**src/rtl/dzcpu_uop_sequencer.sv**
```systemverilog
// Microcode sequencer: accepts an opcode, walks its uop flow in the ROM, decodes the control field
// into one-cycle strobes and aborts runaway flows with a sticky watchdog error.
module dzcpu_uop_sequencer #(
   parameter int unsigned WATCHDOG_MAX = 32
) (
   input  logic        iClock,
   input  logic        iReset,
   input  logic        iOpcodeValid,
   input  logic [7:0]  iOpcode,
   output logic        oOpcodeReady,
   output logic [7:0]  oMop,
   input  logic [7:0]  iFlowIdx,
   input  logic [7:0]  iCbFlowIdx,
   output logic [7:0]  oUopAddr,
   input  logic [12:0] iUop,
   input  logic        iStall,
   input  logic        iFlagZ,
   output logic        oUopValid,
   output logic        oPcInc,
   output logic        oFlagUpdate,
   output logic        oEof,
   output logic        oError
);

   localparam int unsigned CW = $clog2(WATCHDOG_MAX + 1);

   typedef enum logic [1:0] {IDLE, DISPATCH, EXEC, CBWAIT} state_t;

   state_t          r_state;
   logic [7:0]      r_mop;
   logic [7:0]      r_addr;
   logic [CW-1:0]   r_cnt;
   logic            r_error;

   logic [3:0]      w_ctrl;
   logic            w_issue;
   logic            w_pc;
   logic            w_fu;
   logic            w_term;
   logic            w_jcb;
   logic            w_wd_trip;
   logic            w_unused_uop;

   assign w_ctrl       = iUop[12:9];
   assign w_unused_uop = ^iUop[8:0];
   assign w_issue      = (r_state == EXEC) && !iStall;

   always_comb begin
      w_pc   = 1'b0;
      w_fu   = 1'b0;
      w_term = 1'b0;
      w_jcb  = 1'b0;
      case (w_ctrl)
         4'd1: w_pc = 1'b1;
         4'd2: w_term = 1'b1;
         4'd3: begin w_pc = 1'b1; w_term = 1'b1; end
         4'd4: begin w_fu = 1'b1; w_term = 1'b1; end
         4'd5: begin w_pc = 1'b1; w_fu = 1'b1; w_term = 1'b1; end
         4'd6: begin w_pc = 1'b1; w_term = iFlagZ; end
         4'd7: begin w_pc = 1'b1; w_term = !iFlagZ; end
         4'd8: w_fu = 1'b1;
         4'd9: begin w_pc = 1'b1; w_jcb = 1'b1; end
         default: ;
      endcase
   end

   // The last uop the watchdog allows must itself end the flow, otherwise the flow is aborted.
   assign w_wd_trip = w_issue && !w_term && (r_cnt == CW'(WATCHDOG_MAX - 1));

   assign oOpcodeReady = (r_state == IDLE);
   assign oMop         = r_mop;
   assign oUopAddr     = r_addr;
   assign oUopValid    = w_issue;
   assign oPcInc       = w_issue && w_pc;
   assign oFlagUpdate  = w_issue && w_fu;
   assign oEof         = w_issue && (w_term || w_wd_trip);
   assign oError       = r_error || w_wd_trip;

   always_ff @(posedge iClock or negedge iReset) begin
      if (!iReset) begin
         r_state <= IDLE;
         r_mop   <= 8'd0;
         r_addr  <= 8'd0;
         r_cnt   <= '0;
         r_error <= 1'b0;
      end else begin
         case (r_state)
            IDLE: begin
               // Acceptance deliberately ignores iStall.
               if (iOpcodeValid) begin
                  r_mop   <= iOpcode;
                  r_state <= DISPATCH;
               end
            end
            DISPATCH: begin
               if (!iStall) begin
                  r_addr  <= iFlowIdx;
                  r_cnt   <= '0;
                  r_state <= EXEC;
               end
            end
            EXEC: begin
               if (!iStall) begin
                  r_cnt <= r_cnt + CW'(1);
                  if (w_term || w_wd_trip) begin
                     r_state <= IDLE;
                     if (w_wd_trip) r_error <= 1'b1;
                  end else if (w_jcb) begin
                     r_state <= CBWAIT;
                  end else begin
                     r_addr <= r_addr + 8'd1;
                  end
               end
            end
            CBWAIT: begin
               if (!iStall) begin
                  r_addr  <= iCbFlowIdx;
                  r_state <= EXEC;
               end
            end
            default: r_state <= IDLE;
         endcase
      end
   end

endmodule

```
**config.mk**
```make
export PLATFORM = sky130hd
export DESIGN_NAME = dzcpu_uop_sequencer
export DESIGN_NICKNAME = d
export VERILOG_FILES = /design/src/rtl/dzcpu_uop_sequencer.sv
export SDC_FILE = /design/constraint.sdc
export NUM_CORES = 1
export LEC_CHECK = 0
export ABC_CLOCK_PERIOD_IN_PS = 2800
export CAP_MARGIN = 20
export CORE_MARGIN = 2
export CORE_UTILIZATION = 42
export DETAILED_ROUTE_END_ITERATION = 12
export PLACE_DENSITY = 0.82
export REMOVE_ABC_BUFFERS = 1
export SLEW_MARGIN = 15
export SYNTH_ARGS = -nofsm -noshare
export SYNTH_HDL_FRONTEND = slang
export SYNTH_SLANG_ARGS = --single-unit
```
**constraint.sdc**
```tcl
create_clock -name iClock -period 2.8 [get_ports iClock]
set_input_delay 0.56 -clock iClock [delete_from_list [all_inputs] [get_ports iClock]]
set_output_delay 0.56 -clock iClock [all_outputs]
set_load 0.005 [all_outputs]
```
==> qor.yml <==
logic_synthesis:
  synth-seq-cells: 25
  ys_seq_area_frac: 0.422
  yosys_warnings: 0
  syn_inst: 155
  synthArstFlopShare: 1.00
  syn_avg_cell_area_um2: 9.57
  synth-edff-count: 0
  netlist_area_um2: 1480
  synth_cell_types: 46
  synthFlopType: "dfrtp_1"
layout:
  final_area_um2: 2230
  n_antenna_cell: 0
  syn_to_final_growth_pct: 50.5
  nets: 261
  drive_gt1_frac: 0.134
power_and_ir_drop:
  power_frac_seq: 0.390
  p_comb_frac: 0.522
  power.density_nw_per_um2: 814
  ir_drop_mv: 0.638
  power_switching_uw: 691
  clkPwrFrac: 0.088
  p_int_uw: 1130
  power.leakage_uw: 0.000925
  switching_share: 0.380
die:
  die_x_um: 63.4
  die_h_um: 63.4
  start_util: 0.441
  rows: 21
  fp.dieArea_um2: 4020
  core_area_um2: 3360
  pin_count: 64
grt:
  grt_start_max_net_pins: 26
  grt_overflow: 0
  antenna_found_initial: 0
  grt_pass1_vias: 1496
  grt_usage: 0.204
  grt_pass1_wl_um: 6650
timing:
  fin_worst_skew_ns: 0.00380
  fin_crit_sh: 0.974
  slew_headroom: 0.718
  timing.fmax_mhz: 367
  setup_violations: 0
  worst_hold_slack_ns: 0.490
  period_minus_slack_ns: 2.73
  hold_viol_final: 0
  slew_violations: 0
  worstMarginPinSlew_ns: 0.423
clocking:
  clockRootBuffer: "clkbuf_4"
  h-tree-depth: 1
  clk_latency_ns: 0.31
  cts_made_buffers: 3
  cts.path.max_buffers: 2
  clock_sinks: 25
  cts_tree: "done"
  clk_transition_reported_paths_ns: 0.13
critical_path:
  cp_data_required_time_ns: 2.24
  worstPathArrival_ns: 2.17
  worst_setup_path_end_kind: "primary output"
  critical_path.startpoint_type: "input port"
  critPathKind: "input port to primary output"
  path_max_fanout: 3
  reg2reg_depth: 8
drt:
  wl_per_cell_um: 15.0
  postRouteAntennaNets: 0
  drc_errors: 0
  drt_iter0_drc: 47
  via_per_inst: 5.65
  num_vias: 1480
  drt_wl_total_um: 3930
  firstDrtPassIters: 4
status:
  outcome: "finished clean"
place:
  dp_hpwl_um: 2990
  io_buffers: 54
  routabilityCongestion: 0.801
  post_dp_cell_area_um2: 2140
job:
  maxCapViolCount: 0
min_path:
  hold_depth: 2
  hold_path.class: "register to register"
-- cell usage after synthesis, types with 3 or more instances --
cell / n / area (um2)
nand3_1: 3 / 15.0
a2bb2oi_1: 4 / 35.0
nor2_1: 10 / 37.5
a211oi_1: 4 / 30.0
a21oi_1: 7 / 35.0
o21ai_0: 12 / 60.1
nor3_1: 8 / 40.0
nand2_1: 9 / 33.8
clkbuf_1: 7 / 26.3
mux2_1: 11 / 124
o211ai_1: 3 / 22.5
dfrtp_1: 25 / 626
nand2b_1: 4 / 25.0
and3_1: 6 / 37.5
-- worst max-delay path, cell delays in order --
cell and delay, ns:
clkdlybuf4s50_1 0.45, nand4bb_4 0.27, nor3_2 0.21, nor2_1 0.08, nor2_1 0.10, clkdlybuf4s50_1 0.51
-- flip-flops by register name (all words and copies together) (netlist names) --
name,cells
r_cnt,6
oUopAddr,8
r_error,1
r_state,2
oMop,8
-- layout make-up --
type                       count  area [um2]
multi-input combinational    117         861
timing repair buffer          67         646
tap                           46        57.6
inverter                       3        11.3
clock buffer                   3        22.5
fill                         295        1130
clock inverter                 1        7.51
sequential                    25         628
-- cells by family after synthesis --
| kind of cell | Yosys count | share of synthesized area |
|---|---|---|
| multiplexers | 14 | 0.105 |
| AND/OR/NAND/NOR | 54 | 0.200 |
| AO/OA/AOI/OAI | 45 | 0.209 |
| buffers and inverters | 13 | 0.0363 |
| XOR/XNOR | 2 | 0.0118 |
| flip-flops | 25 | 0.422 |
| adder cells (fa/ha/maj) | 2 | 0.0169 |
-- path summary, 6_finish.rpt --
path | slack (ns) | startpoint | to
worst min register to register | 0.49 | r_error | r_error
max in group asynchronous | 1.94 | iReset | r_state[1]
worst max register to register | 0.47 | r_cnt[0] | oUopAddr[5]
worst max-delay path | 0.07 | iStall | oEof
worst min-delay path | 0.49 | r_error | r_error
min in group asynchronous | 0.59 | iReset | oUopAddr[2]
-- layer usage --
metal	vias up	track usage	wire length (um)
met2	55	0.372	2090
met5	-	0	0
met3	4	0.0321	211
met1	714	0.252	1590
li1	707	-	-
met4	0	0.0462	29
-- timing repair --
action | CTS | global route
endpoints found under the setup margin | 2 | 3
pin swaps | 1 | 1
hold endpoints to repair | 0 | 0
resized for setup | 2 | 10
setup buffers | 0 | 0
hold buffers | 0 | 0
-- power by group through the flow --
stage | registers [uW] | logic [uW] | clock network [uW]
finish | 709 | 949 | 160
global route | 742 | 1040 | 183
CTS | 694 | 942 | 168
detailed placement | 703 | 936 | 0
global placement | 686 | 899 | 0
floorplan | 706 | 438 | 0
-- per-stage QoR --
step	util	setup TNS, ns	worst slack (ns)	power [uW]	instances
2_1_floorplan	-	0	0.579	1140	145
3_3_place_gp	0.635	-0.0888	-0.0888	1580	258
3_5_place_dp	0.635	-0.131	-0.0770	1640	258
4_1_cts	0.648	0	0.0103	1800	262
5_1_grt	0.664	-0.00210	-0.00210	1960	262
6_report	0.664	0	0.0725	1820	262
-- cells in the final DEF (no fill, tap or decap), types with 3 or more instances in the layout --
cell type        instances
a211oi_1                 4
a21oi_1                  7
a2bb2oi_1                4
and3_1                   6
buf_4                   13
clkbuf_4                 3
clkdlybuf4s50_1         51
dfrtp_1                 23
dlymetal6s2s_1           3
mux2_1                  11
nand2_1                  9
nand2b_1                 4
nand3_1                  3
nor2_1                  10
nor3_1                   6
o211ai_1                 3
o21ai_0                 12
Note: power is estimated with default switching activity, not from simulation.
